===== config.mk =====
export PLATFORM = sky130hd
export DESIGN_NAME = mem_arbiter
export DESIGN_NICKNAME = d
export VERILOG_FILES = /design/src/rtl/mem_arbiter_pkg.sv /design/src/rtl/mem_arbiter_grant.sv /design/src/rtl/mem_arbiter.sv
export SDC_FILE = /design/constraint.sdc
export NUM_CORES = 1
export LEC_CHECK = 0
export CAP_MARGIN = 5
export CORE_ASPECT_RATIO = 1.75
export CORE_UTILIZATION = 30
export CTS_BUF_LIST = sky130_fd_sc_hd__clkbuf_2 sky130_fd_sc_hd__clkbuf_4 sky130_fd_sc_hd__clkbuf_8
export DETAILED_ROUTE_END_ITERATION = 16
export SLEW_MARGIN = 10
export SYNTH_ARGS = -nofsm -noshare
export SYNTH_HDL_FRONTEND = slang
export SYNTH_HIERARCHICAL = 1
export SYNTH_SLANG_ARGS = --single-unit
export TNS_END_PERCENT = 50

===== constraint.sdc =====
create_clock -name clk -period 2.39 [get_ports clk]
set_input_delay 0.239 -clock clk [delete_from_list [all_inputs] [get_ports clk]]
set_output_delay 0.239 -clock clk [all_outputs]
set_load 0.02 [all_outputs]

===== src/rtl/mem_arbiter_pkg.sv =====
// Shared types and helpers for the byte-serial RAM bus arbiter (mem_arbiter).
package mem_arbiter_pkg;

  typedef enum logic [1:0] {
    IDLE = 2'd0,
    RD   = 2'd1,
    WR   = 2'd2,
    DONE = 2'd3
  } state_e;

  localparam logic [1:0] SZ_B  = 2'd0;
  localparam logic [1:0] SZ_H  = 2'd1;
  localparam logic [1:0] SZ_W  = 2'd2;
  localparam logic [1:0] IO_HI = 2'b11;

  // Byte count for a MEM access size; the illegal code 3 behaves as a word.
  function automatic logic [2:0] size_to_n(input logic [1:0] sz);
    case (sz)
      SZ_B:    return 3'd1;
      SZ_H:    return 3'd2;
      default: return 3'd4;
    endcase
  endfunction

endpackage


===== src/rtl/mem_arbiter_grant.sv =====
// Requester pick for mem_arbiter; round-robin when MEM_ARBITER_FAIR_EN is defined,
// otherwise fixed MEM-over-IF priority.
module mem_arbiter_grant
  import mem_arbiter_pkg::*;
(
`ifdef MEM_ARBITER_FAIR_EN
  input  logic clk,
  input  logic rst,
  input  logic take_i,
`endif
  input  logic if_req_i,
  input  logic mem_req_i,
  output logic pick_mem_o
);

`ifdef MEM_ARBITER_FAIR_EN
  logic last_mem_q;

  // Under contention the side that did not win last time gets the bus.
  always_comb pick_mem_o = mem_req_i & (~if_req_i | ~last_mem_q);

  always_ff @(posedge clk) begin
    if (rst) begin
      last_mem_q <= 1'b0;
    end else if (take_i) begin
      last_mem_q <= pick_mem_o;
    end
  end
`else
  always_comb pick_mem_o = mem_req_i | ~if_req_i;
`endif

endmodule


===== src/rtl/mem_arbiter.sv =====
// Serialises IF/MEM word requests onto the byte-wide RAM port (little-endian).
// Optional round-robin arbitration: MEM_ARBITER_FAIR_EN.
module mem_arbiter
  import mem_arbiter_pkg::*;
#(
  parameter int unsigned ADDR_W = 32,
  parameter logic [1:0]  IO_HI  = mem_arbiter_pkg::IO_HI
) (
  input  logic              clk,
  input  logic              rst,
  input  logic              rdy,
  input  logic              if_req,
  input  logic [ADDR_W-1:0] if_addr,
  output logic              if_done,
  output logic [31:0]       if_data,
  input  logic              mem_req,
  input  logic              mem_we,
  input  logic [1:0]        mem_size,
  input  logic [ADDR_W-1:0] mem_addr,
  input  logic [31:0]       mem_wdata,
  output logic              mem_done,
  output logic [31:0]       mem_rdata,
  input  logic [7:0]        ram_din,
  output logic [7:0]        ram_dout,
  output logic [ADDR_W-1:0] ram_a,
  output logic              ram_wr
);

  state_e            state_q;
  logic [2:0]        k_q, n_q;
  logic [ADDR_W-1:0] addr_q, ram_a_q, next_a;
  logic [31:0]       wdata_q, data_q, cap_d, if_data_q, mem_rdata_q;
  logic [7:0]        ram_dout_q, next_byte;
  logic              ram_wr_q, if_done_q, mem_done_q, is_if_q;
  logic              pick_mem, last_k;

`ifdef MEM_ARBITER_FAIR_EN
  logic take;
  assign take = rdy && (state_q == IDLE) && (mem_req || if_req);

  mem_arbiter_grant u_grant (
    .clk        (clk),
    .rst        (rst),
    .take_i     (take),
    .if_req_i   (if_req),
    .mem_req_i  (mem_req),
    .pick_mem_o (pick_mem)
  );
`else
  mem_arbiter_grant u_grant (
    .if_req_i   (if_req),
    .mem_req_i  (mem_req),
    .pick_mem_o (pick_mem)
  );
`endif

  // Byte capture into lane k-1, next write byte and next address.
  always_comb begin
    cap_d = data_q;
    case (k_q)
      3'd1:    cap_d[7:0]   = ram_din;
      3'd2:    cap_d[15:8]  = ram_din;
      3'd3:    cap_d[23:16] = ram_din;
      3'd4:    cap_d[31:24] = ram_din;
      default: ;
    endcase
    case (k_q)
      3'd0:    next_byte = wdata_q[15:8];
      3'd1:    next_byte = wdata_q[23:16];
      3'd2:    next_byte = wdata_q[31:24];
      default: next_byte = wdata_q[7:0];
    endcase
    next_a = addr_q + ADDR_W'(k_q + 3'd1);
    last_k = ((k_q + 3'd1) == n_q);
  end

  always_ff @(posedge clk) begin
    if (rst) begin
      state_q     <= IDLE;
      k_q         <= '0;
      n_q         <= '0;
      addr_q      <= '0;
      wdata_q     <= '0;
      data_q      <= '0;
      is_if_q     <= 1'b0;
      ram_a_q     <= '0;
      ram_dout_q  <= '0;
      ram_wr_q    <= 1'b0;
      if_done_q   <= 1'b0;
      mem_done_q  <= 1'b0;
      if_data_q   <= '0;
      mem_rdata_q <= '0;
    end else if (rdy) begin
      if_done_q  <= 1'b0;
      mem_done_q <= 1'b0;
      case (state_q)
        IDLE: begin
          k_q    <= '0;
          data_q <= '0;
          if (mem_req && pick_mem) begin
            is_if_q <= 1'b0;
            addr_q  <= mem_addr;
            wdata_q <= mem_wdata;
            n_q     <= size_to_n(mem_size);
            ram_a_q <= mem_addr;
            if (mem_we) begin
              state_q    <= WR;
              ram_wr_q   <= 1'b1;
              ram_dout_q <= mem_wdata[7:0];
            end else begin
              state_q <= RD;
            end
          end else if (if_req) begin
            is_if_q <= 1'b1;
            addr_q  <= if_addr;
            n_q     <= 3'd4;
            // Fetches from the I/O window never touch the RAM.
            if (if_addr[17:16] == IO_HI) begin
              state_q   <= DONE;
              if_done_q <= 1'b1;
              if_data_q <= '0;
            end else begin
              state_q <= RD;
              ram_a_q <= if_addr;
            end
          end
        end
        RD: begin
          k_q    <= k_q + 3'd1;
          data_q <= cap_d;
          if (k_q == n_q) begin
            state_q <= DONE;
            ram_a_q <= '0;
            if (is_if_q) begin
              if_data_q <= cap_d;
              if_done_q <= 1'b1;
            end else begin
              mem_rdata_q <= cap_d;
              mem_done_q  <= 1'b1;
            end
          end else if (last_k) begin
            ram_a_q <= '0;
          end else begin
            ram_a_q <= next_a;
          end
        end
        WR: begin
          if (last_k) begin
            state_q    <= DONE;
            ram_wr_q   <= 1'b0;
            ram_a_q    <= '0;
            ram_dout_q <= '0;
            mem_done_q <= 1'b1;
          end else begin
            k_q        <= k_q + 3'd1;
            ram_a_q    <= next_a;
            ram_dout_q <= next_byte;
          end
        end
        default: state_q <= IDLE;
      endcase
    end
  end

  // Pausing holds everything but must not issue writes or completions.
  assign ram_wr    = ram_wr_q & rdy;
  assign if_done   = if_done_q & rdy;
  assign mem_done  = mem_done_q & rdy;
  assign ram_a     = ram_a_q;
  assign ram_dout  = ram_dout_q;
  assign if_data   = if_data_q;
  assign mem_rdata = mem_rdata_q;

endmodule


======== After elaboration in Yosys (flattened, before gate mapping) ========
Cells that the tools add are included.
word-level totals
  register bits ........................... 212
  input port bits ......................... 112
  output and inout port bits .............. 107
  logic and storage cells ................. 114
operators by class
  add/sub/neg operators ................... 3
  eq/ne operators ......................... 21
  muxes and demuxes ....................... 52
  bitwise gates (word level) .............. 6
  reductions and logical operators ........ 18
operators by type and width
  operator             count
  $mux 32              12
  $pmux 32 s2          2
  $pmux 32 s3          1
  $mux 8               7
  $add 32x4->32        1
  $pmux 8 s3           1
  $ne 2x2->1 const B   9
  $pmux 8 s2           1
  $reduce_and 4->1     4
  $mux 1               13
  $mux 2               6
  $mux 3               3
  $pmux 3 s3           1
  $reduce_and 3->1     3
  $reduce_and 7->1     1
  $eq 3x2->1 const B   2
  $eq 3x3->1           2
  $ne 3x3->1 const B   2
  $pmux 1 s2           3
  $pmux 2 s3           1
  $pmux 3 s2           1
  $reduce_bool 2->1    3
  $reduce_and 5->1     1
  $add 3x1->4 const B  1
  other kinds (13)     19

======== Logic depth before layout (Yosys ltp) ========
Gate-level depths: netlist of run 1.
  word-level depth ........................ 5
  mapped depth ............................ 10
  gate-level depth less buffers ........... 9

======== Hierarchy ========
The synthesis of run 1 kept the hierarchy.
by module, submodules not included
  module             times used  cells an instance  area each (um^2)  seq. area each (um^2)
  mem_arbiter        1           1,122              9,656.8           4,244.1
  mem_arbiter_grant  1           1                  6.3               0.0

======== Worst setup path before layout of run 1 ========
No wires, ideal clock.
  path kind ............................... reg2reg
  start ................................... register k_q[0]
  end ..................................... register state_q[1]
  setup time .............................. 0.070 ns
  arrival ................................. 2.092 ns
  setup slack ............................. 0.227 ns
  stages on the path, launching flop included .. 8
  path buffers ............................ 0
  clock period less this slack ............ 2.163 ns
  cell sequence ........................... dfxtp_1 -> inv_1 -> ha_1 -> xor2_1 -> o31ai_4 -> o2111ai_2 -> or3_1 -> a21oi_1
on the way
  cells in the longest elaborated chain, start to end .. 4
  elaborated cells between the ends (all ways) .. 6
ends and longest elaborated chain
  element                              line                source
  start: declaration                   mem_arbiter.sv:30   logic [2:0] k_q, n_q;
  start signal: assignment             mem_arbiter.sv:129  k_q <= k_q + 3'd1;
  start signal: assignment             mem_arbiter.sv:155  k_q <= k_q + 3'd1;
  $add 3x1->3                          mem_arbiter.sv:74   last_k = ((k_q + 3'd1) == n_q);
  $eq 3x3->1                           mem_arbiter.sv:74
  $ne 2x2->1 (no source line)          n/a
  $reduce_and 4->1 (no source line) *  n/a
  end signal: assignment               mem_arbiter.sv:79   state_q <= IDLE;
  end signal: assignment               mem_arbiter.sv:107  state_q <= WR;
  end signal: assignment               mem_arbiter.sv:111  state_q <= RD;
  end: declaration                     mem_arbiter.sv:29   state_e state_q;
Mark *: on every way between the ends. The rest lies on a longest branch, timed or not.
A chain may end at the register's enable or synchronous reset.

======== Final worst setup path of run 1 ========
  start ................................... register k_q[0]
  end ..................................... register ram_a_q[30] (netlist: ram_a[30])
on the way
  cells in the longest elaborated chain, start to end .. 5
  elaborated cells between the ends (all ways) .. 8
ends and longest elaborated chain
  element                                             line                                    source
  $add 3x1->4 / $add 3x1->3 (equally long branches)   mem_arbiter.sv:73, mem_arbiter.sv:74
  $add 32x4->32 / $eq 3x3->1 (equally long branches)  mem_arbiter.sv:73, mem_arbiter.sv:74
  $mux 32                                             mem_arbiter.sv:141, mem_arbiter.sv:148
  $mux 32                                             mem_arbiter.sv:131                      if (k_q == n_q) begin
  $pmux 32 s3 *                                       mem_arbiter.sv:96                       case (state_q)
  end signal: assignment                              mem_arbiter.sv:105                      ram_a_q <= mem_addr;
  end signal: assignment                              mem_arbiter.sv:144                      ram_a_q <= next_a;
  end signal: assignment                              mem_arbiter.sv:156                      ram_a_q <= next_a;
  end: declaration                                    mem_arbiter.sv:31                       logic [ADDR_W-1:0] addr_q, ram_a_q, next_a;
Marks and branches as above.

==> results of run 1 <==
## logic make-up (layout without fill, tap and decap cells)
family / count (synthesis) / count (layout) / share of synthesized area (%)
AND/OR/NAND/NOR: 400 / 400 / 18.26
buffers and inverters: 102 / 341 / 4.351
other: 0 / 1 / 0
XOR/XNOR: 30 / 30 / 2.797
AO/OA/AOI/OAI: 265 / 265 / 18.00
multiplexers: 100 / 100 / 10.79
flip-flops: 212 / 212 / 43.92
adder cells (fa/ha/maj): 14 / 14 / 1.891
## registers in the layout (all words and copies together) (netlist names)
register and cells:
if_done_q 1, data_q 32, is_if_q 1, if_data 32, mem_rdata 32, n_q 3, ram_a 32, ram_wr_q 1
addr_q 32, k_q 3, ram_dout 8, state_q 2, mem_done_q 1, wdata_q 32
## where the power goes
part / internal (mW) / switching [mW]
Sequential: 3.80 / 0.211
Combinational: 1.07 / 1.46
Clock: 1.93 / 1.48
## synthesized netlist by cell type (6+ instances only)
cell                        count
sky130_fd_sc_hd__nor3_1        33
sky130_fd_sc_hd__xnor2_1        6
sky130_fd_sc_hd__clkbuf_1      58
sky130_fd_sc_hd__buf_1          7
sky130_fd_sc_hd__dfxtp_1      212
sky130_fd_sc_hd__a211oi_1      43
sky130_fd_sc_hd__xor2_1        23
sky130_fd_sc_hd__mux2i_1       67
sky130_fd_sc_hd__buf_2         18
sky130_fd_sc_hd__a2bb2oi_1      8
sky130_fd_sc_hd__o221ai_1       6
sky130_fd_sc_hd__a22oi_1       33
sky130_fd_sc_hd__nor2_1       147
sky130_fd_sc_hd__ha_1          13
sky130_fd_sc_hd__and3_1         6
sky130_fd_sc_hd__mux2_2        33
sky130_fd_sc_hd__a21oi_1      110
sky130_fd_sc_hd__o21ai_0       21
sky130_fd_sc_hd__inv_1         14
sky130_fd_sc_hd__o22ai_1       10
sky130_fd_sc_hd__nand3_1       52
sky130_fd_sc_hd__nand4_1       15
sky130_fd_sc_hd__nand2_1      116
sky130_fd_sc_hd__a222oi_1       8
sky130_fd_sc_hd__nand2b_1       8
## routing by layer
layer,global-route usage (%),wire length (um)
met4,8.159,1079
met5,0,0
met3,2.878,1422
met1,19.49,11480
met2,36.23,17220
## stage by stage
stage	util (%)	worst slack, ns	hold WS (ns)	instances	power, mW
after global placement	39.58	0.1258	0.4396	1699	6.600
after CTS	41.93	0.1754	0.04553	1758	10.09
final	41.94	0.1752	0.09430	1759	9.949
after floorplan	-	0.2273	0.3750	1123	5.515
after detailed placement	39.58	0.1576	0.4470	1699	6.631
after global routing	41.94	0.01030	0.07859	1759	10.49
## worst paths after layout
| kind | end | slack, ns | depth (start not counted) |
|---|---|---|---|
| hold reg to reg | if_data[12] | 0.45 | 2 |
| setup reg to reg | ram_a[30] | 0.18 | 10 |
| hold / removal | ram_a[13] | 0.09 | 2 |
| setup / recovery | ram_a[30] | 0.18 | 10 |
## critical path: cells and delay by family, from the launching register on
family	cells	cell delay [ns]
compound gates	2	0.49
flops	1	0.32
simple gates	3	0.32
fa+ha+maj	2	0.58
buf+inv	3	0.38
## layout make-up
cell class,count,area (um2)
multi-input cells,809,5037
fillers,3188,18370
repair buffers,267,2689
inverters,15,56.30
clock inverters,4,53.80
well taps,396,495.5
flip-flops and latches,212,4244
clock buffers,55,688.2
diodes,1,2.502
==> impl_metrics.prom, run 1 <==
# TYPE chip_impl_metric gauge
chip_impl_info{name="path_class_of_the_lowest_slack_min_delay_path",value="in -> reg"} 1
chip_impl_info{name="crit_top_cell",value="sky130_fd_sc_hd__inv_1"} 1
chip_impl_metric{name="synth.yosys.warnings",unit=""} 6
chip_impl_metric{name="syn_area",unit="mm2"} 0.009663
chip_impl_metric{name="floorplan.io_pins",unit=""} 219
chip_impl_metric{name="max_cap_violations",unit=""} 0
chip_impl_metric{name="cts_hold_repair.buffers",unit=""} 0
chip_impl_info{name="yosys-top-cells-area",value="sky130_fd_sc_hd__dfxtp_1, sky130_fd_sc_hd__mux2i_1, sky130_fd_sc_hd__nor2_1"} 1
chip_impl_metric{name="max-clock-path-buffers",unit=""} 3
chip_impl_metric{name="max_clock_freq",unit="MHz"} 451.5
chip_impl_metric{name="drt-pass1-iter-count",unit=""} 5
chip_impl_metric{name="first_pass_grt_wire_length",unit="um"} 47720
chip_impl_metric{name="finish.net_count",unit=""} 1466
chip_impl_metric{name="cts_made_buffers",unit=""} 35
chip_impl_metric{name="timing.final.max_slew_violations",unit=""} 0
chip_impl_metric{name="initial_core_util",unit="%"} 30.55
chip_impl_metric{name="areaGrowthSynthToFinish",unit="%"} 37.29
chip_impl_info{name="cts_root_buf",value="sky130_fd_sc_hd__clkbuf_8"} 1
chip_impl_info{name="crit_slowest_cell",value="sky130_fd_sc_hd__fa_1"} 1
chip_impl_metric{name="grt_pass1_vias",unit=""} 8826
chip_impl_metric{name="wire_per_inst",unit="um"} 17.74
chip_impl_metric{name="overflow",unit=""} 0
chip_impl_metric{name="die_y",unit="um"} 239.4
chip_impl_metric{name="postSynthRegisterBits",unit=""} 212
chip_impl_metric{name="min_period",unit="ns"} 2.215
chip_impl_metric{name="die_w",unit="um"} 137.7
chip_impl_metric{name="min_period_over_period",unit="%"} 92.67
chip_impl_metric{name="clock_skew",unit="ns"} 0.02819
chip_impl_metric{name="post_cts.resized_instances",unit=""} 0
chip_impl_metric{name="clock_latency",unit="ns"} 0.55
chip_impl_metric{name="setup_viol",unit=""} 0
chip_impl_metric{name="setup_total_negative_slack",unit="ns"} 0
chip_impl_metric{name="drive_above_1_share",unit="%"} 11.89
chip_impl_metric{name="io_buffers",unit=""} 218
chip_impl_metric{name="synth_seq_area_share",unit="%"} 43.92
chip_impl_info{name="dominantRegCellSynth",value="sky130_fd_sc_hd__dfxtp_1"} 1
chip_impl_metric{name="fin_area",unit="mm2"} 0.01327
chip_impl_metric{name="synth.lib_cells_used.distinct",unit=""} 59
chip_impl_metric{name="gp_congestion",unit=""} 0.8294
chip_impl_metric{name="synth-edff-count",unit=""} 0
chip_impl_info{name="critical_path.cell_chain",value="inv_1 -> ha_1 -> inv_1 -> fa_1 -> a21oi_1 -> nor3_1 -> buf_4 -> and3_1 -> a221oi_1 -> nor2_1"} 1
chip_impl_metric{name="worst_pin_slew",unit="ns"} 0.5636
chip_impl_metric{name="drc",unit=""} 0
chip_impl_metric{name="cts_max_level",unit=""} 2
chip_impl_metric{name="async_reset_ff_share",unit="%"} 0
chip_impl_info{name="crit_path_end_kind",value="flip-flop"} 1
chip_impl_info{name="most-common-layout-cells",value="sky130_fd_sc_hd__clkdlybuf4s50_1, sky130_fd_sc_hd__dfxtp_1, sky130_fd_sc_hd__nor2_1, sky130_fd_sc_hd__nand2_1, sky130_fd_sc_hd__a21oi_1"} 1
chip_impl_metric{name="final-hold-violation-count",unit=""} 0
chip_impl_metric{name="synth.avg_cell_area",unit="um2"} 8.605
chip_impl_metric{name="placement_rows",unit=""} 86
chip_impl_metric{name="static_leakage",unit="nW"} 4.717
chip_impl_metric{name="p_per_area",unit="mW/mm2"} 749.9
chip_impl_info{name="status",value="finished, final reports clean"} 1
chip_impl_metric{name="die-area",unit="mm2"} 0.03296
chip_impl_metric{name="place.detailed.hpwl",unit="um"} 22260
chip_impl_metric{name="dpl_cell_area",unit="mm2"} 0.01252
chip_impl_metric{name="cp_max_fo",unit=""} 11
chip_impl_info{name="critical_path_class",value="reg -> reg"} 1
chip_impl_metric{name="cts_sink_count",unit=""} 212
chip_impl_metric{name="drt-initial-drc-count",unit=""} 514
chip_impl_metric{name="timing.slew.headroom",unit="%"} 62.43
chip_impl_info{name="hold_path_startpoint",value="rst"} 1
chip_impl_metric{name="synth_top_area_share",unit="%"} 43.92
chip_impl_metric{name="floorplan.core_area",unit="mm2"} 0.03164
chip_impl_info{name="most_common_library_cell_in_the_layout_ignoring_fill_and_taps",value="sky130_fd_sc_hd__clkdlybuf4s50_1"} 1
chip_impl_metric{name="ir_drop",unit="mV"} 0.3755
chip_impl_info{name="setup_repair_after_global_routing_missed_its_margin",value="no"} 1
chip_impl_metric{name="worst-endpoint-arrival",unit="ns"} 2.64
chip_impl_metric{name="crit_required",unit="ns"} 2.81
chip_impl_metric{name="synth.net_count",unit=""} 1249
chip_impl_metric{name="total_setup_buffers_inserted_after_cts",unit=""} 0
chip_impl_info{name="start_kind",value="flip-flop"} 1
chip_impl_metric{name="grt_max_degree",unit=""} 111
chip_impl_metric{name="antenna_left",unit=""} 0
chip_impl_info{name="worstReg2RegStart",value="k_q[0]"} 1
chip_impl_metric{name="vias",unit=""} 9003
chip_impl_metric{name="post_synth_inst_count",unit=""} 1123
chip_impl_info{name="critical_path.startpoint",value="k_q[0]"} 1
chip_impl_metric{name="cts.clk_slew.worst_paths",unit="ns"} 0.06
chip_impl_info{name="tritoncts_clock_tree",value="built"} 1
chip_impl_metric{name="gr-usage-all-layers",unit="%"} 18.83
chip_impl_metric{name="routed_wl",unit="um"} 31200
chip_impl_metric{name="cp_slowest_stage_delay",unit="ns"} 0.41
chip_impl_metric{name="grt_antenna_before_repair",unit=""} 1
chip_impl_info{name="yosysTopAreaCell",value="sky130_fd_sc_hd__dfxtp_1"} 1
chip_impl_metric{name="detail_route.vias_per_cell",unit=""} 5.118
Power figures use the tool's default switching activity.
==> run 2, diff against run 1 <==
--- a/config.mk
+++ b/config.mk
@@ -10,6 +10,7 @@
 export CORE_UTILIZATION = 30
 export CTS_BUF_LIST = sky130_fd_sc_hd__clkbuf_2 sky130_fd_sc_hd__clkbuf_4 sky130_fd_sc_hd__clkbuf_8
 export DETAILED_ROUTE_END_ITERATION = 16
+export SETUP_SLACK_MARGIN = 0.5
 export SLEW_MARGIN = 10
 export SYNTH_ARGS = -nofsm -noshare
 export SYNTH_HDL_FRONTEND = slang
==> run 2 against run 1 <==
Compared with the run above:
- die area unchanged
- clock power decreased by 1%
- sequential power about the same
- power increased by 3.4%
- design area increased by 4.9%
- largest power group unchanged
==> impl_metrics.prom, run 2 (synthesis gave the netlist of run 1 again) <==
# TYPE chip_impl_metric gauge
chip_impl_metric{name="overflow",unit=""} 0
chip_impl_metric{name="areaGrowthSynthToFinish",unit="%"} 44.02
chip_impl_info{name="crit_slowest_cell",value="sky130_fd_sc_hd__dfxtp_4"} 1
chip_impl_metric{name="fin_area",unit="mm2"} 0.01392
chip_impl_metric{name="crit_required",unit="ns"} 2.79
chip_impl_metric{name="min_period",unit="ns"} 1.949
chip_impl_info{name="dr.max_layer_used",value="met5"} 1
chip_impl_info{name="most-common-layout-cells",value="sky130_fd_sc_hd__clkdlybuf4s50_1, sky130_fd_sc_hd__dfxtp_1, sky130_fd_sc_hd__nor2_1, sky130_fd_sc_hd__nand2_1, sky130_fd_sc_hd__a21oi_1"} 1
chip_impl_metric{name="met2_wirelength",unit="um"} 18520
chip_impl_metric{name="drt-pass1-iter-count",unit=""} 7
chip_impl_info{name="setup_repair_after_global_routing_missed_its_margin",value="yes"} 1
chip_impl_info{name="status",value="finished, final reports clean"} 1
chip_impl_metric{name="initial_core_util",unit="%"} 30.55
chip_impl_metric{name="die-area",unit="mm2"} 0.03296
chip_impl_metric{name="cp_max_fo",unit=""} 11
chip_impl_metric{name="worst_pin_slew",unit="ns"} 0.5858
chip_impl_info{name="most_common_library_cell_in_the_layout_ignoring_fill_and_taps",value="sky130_fd_sc_hd__clkdlybuf4s50_1"} 1
chip_impl_metric{name="grt_antenna_before_repair",unit=""} 2
chip_impl_metric{name="met3RoutedLength",unit="um"} 1758
chip_impl_metric{name="cts_hold_repair.buffers",unit=""} 0
chip_impl_metric{name="placement_rows",unit=""} 86
chip_impl_metric{name="max-clock-path-buffers",unit=""} 3
chip_impl_metric{name="place.detailed.hpwl",unit="um"} 22210
chip_impl_metric{name="die_y",unit="um"} 239.4
chip_impl_metric{name="worst-endpoint-arrival",unit="ns"} 2.35
chip_impl_metric{name="p_per_area",unit="mW/mm2"} 738.9
chip_impl_metric{name="pre_cts_ws",unit="ns"} 0.03127
chip_impl_metric{name="filler_cell_count",unit=""} 3178
chip_impl_metric{name="cp_slowest_stage_delay",unit="ns"} 0.37
chip_impl_metric{name="r2r.worst_path.cells",unit=""} 10
chip_impl_info{name="crit_path_end_kind",value="flip-flop"} 1
chip_impl_metric{name="drt-initial-drc-count",unit=""} 609
chip_impl_metric{name="io_buffers",unit=""} 218
chip_impl_metric{name="clock_skew",unit="ns"} 0.01770
chip_impl_metric{name="max_clock_freq",unit="MHz"} 513.1
chip_impl_metric{name="die_w",unit="um"} 137.7
chip_impl_metric{name="vias",unit=""} 9277
chip_impl_metric{name="floorplan.core_area",unit="mm2"} 0.03164
chip_impl_metric{name="cts.clk_slew.worst_paths",unit="ns"} 0.06
chip_impl_metric{name="cts_max_level",unit=""} 2
chip_impl_metric{name="routed_wl",unit="um"} 33470
chip_impl_metric{name="cts_sink_count",unit=""} 212
chip_impl_metric{name="clock_latency",unit="ns"} 0.54
chip_impl_metric{name="grt_pass1_vias",unit=""} 8965
chip_impl_metric{name="setup_total_negative_slack",unit="ns"} 0
chip_impl_metric{name="static_leakage",unit="nW"} 4.910
chip_impl_info{name="critical_path.cell_chain",value="inv_6 -> ha_4 -> inv_2 -> fa_2 -> a21oi_4 -> nor3_2 -> buf_6 -> nand4_1 -> xor2_1 -> o221ai_1"} 1
chip_impl_metric{name="gr-usage-all-layers",unit="%"} 19.02
chip_impl_metric{name="timing.final.max_slew_violations",unit=""} 0
chip_impl_metric{name="gp_congestion",unit=""} 0.8845
chip_impl_metric{name="seqCellArea",unit="mm2"} 0.004254
chip_impl_metric{name="antenna_left",unit=""} 0
chip_impl_metric{name="holdPathStages",unit=""} 2
chip_impl_metric{name="final.setup.worst_slack",unit="ns"} 0.4411
chip_impl_metric{name="max_cap_violations",unit=""} 0
chip_impl_metric{name="setup_viol",unit=""} 0
chip_impl_metric{name="first_pass_grt_wire_length",unit="um"} 48370
chip_impl_metric{name="finish.net_count",unit=""} 1486
chip_impl_metric{name="detail_route.vias_per_cell",unit=""} 5.218
chip_impl_metric{name="multi_input_comb_area",unit="mm2"} 0.005380
chip_impl_metric{name="ir_drop",unit="mV"} 0.4146
chip_impl_info{name="start_kind",value="flip-flop"} 1
chip_impl_metric{name="timing.slew.headroom",unit="%"} 60.95
chip_impl_metric{name="floorplan.io_pins",unit=""} 219
chip_impl_metric{name="wire_per_inst",unit="um"} 18.82
chip_impl_metric{name="final.hold.worst_slack",unit="ns"} 0.09653
chip_impl_info{name="tritoncts_clock_tree",value="built"} 1
chip_impl_metric{name="drive_above_1_share",unit="%"} 17.16
chip_impl_metric{name="drt-met1-wl",unit="um"} 11910
chip_impl_info{name="path_class_of_the_lowest_slack_min_delay_path",value="in -> reg"} 1
chip_impl_info{name="critical_path_class",value="reg -> reg"} 1
chip_impl_metric{name="min_period_over_period",unit="%"} 81.55
chip_impl_info{name="cts_root_buf",value="sky130_fd_sc_hd__clkbuf_8"} 1
chip_impl_metric{name="cts_made_buffers",unit=""} 36
chip_impl_metric{name="drc",unit=""} 0
chip_impl_metric{name="grt_max_degree",unit=""} 76
chip_impl_metric{name="report.power.total",unit="mW"} 10.28
chip_impl_metric{name="final-hold-violation-count",unit=""} 0
chip_impl_metric{name="dpl_cell_area",unit="mm2"} 0.01253
[run 2: cell types whose count changed in the layout (fill, tap and decap cells not counted), sizes merged]
cell | previous run | this run
buf | 50 | 63
clkinv | 1 | 5
clkdlybuf4s50 | 217 | 214
dlygate4sd2 | 0 | 3
clkbuf | 55 | 57
bufbuf | 0 | 1
inv | 15 | 14
[run 2: path summary, 6_finish.rpt]
check / from / to / slack, ns
max reg2reg: k_q[0] / ram_a[16] / 0.44
min reg2reg: if_data[24] / if_data[24] / 0.45
max: k_q[0] / ram_a[16] / 0.44
min: rst / ram_a[15] / 0.1
[run 2: final cells by class]
cell class | instances | area share (%)
tap | 396 | 3.560
sequential | 212 | 30.57
clock buffer | 52 | 4.738
timing repair buffer | 286 | 21.55
inverter | 15 | 0.4405
multi-input combinational | 809 | 38.66
clock inverter | 7 | 0.4675
antenna | 1 | 0.01798
[run 2: layer usage]
layer	track usage, %	vias to the layer above
met5	0	-
met4	8.725	2
met3	3.090	77
met2	36.84	314
met1	19.17	4417
li1	-	4467
[run 2: repair_timing]
action | 4_1_cts | 5_1_grt
gates resized for setup | 31 | 46
setup endpoints to repair | 84 | 185
pin swaps | 16 | 43
setup buffers | 9 | 7
cloned | 3 | 8
[run 2: where the power goes]
| group | switching (mW) | total, mW | internal [mW] |
|---|---|---|---|
| Combinational | 1.60 | 2.88 | 1.28 |
| Sequential | 0.229 | 4.03 | 3.80 |
| Clock | 1.50 | 3.37 | 1.87 |
| Total | 3.33 | 10.3 | 6.95 |
[run 2: stage by stage]
step | std cells | utilization [%]
after global placement | 1691 | 39.59
after floorplan | 1123 | -
after detailed placement | 1691 | 39.59
after global routing | 1778 | 43.99
final | 1778 | 43.99
after CTS | 1762 | 42.75
[run 2: critical path, delay by kind of cell (launching register included)]
family,cells,cell delay (ns)
compound gates,2,0.32
xor+xnor,1,0.18
fa+ha+maj,2,0.49
buf+inv,3,0.28
flops,1,0.37
simple gates,2,0.17
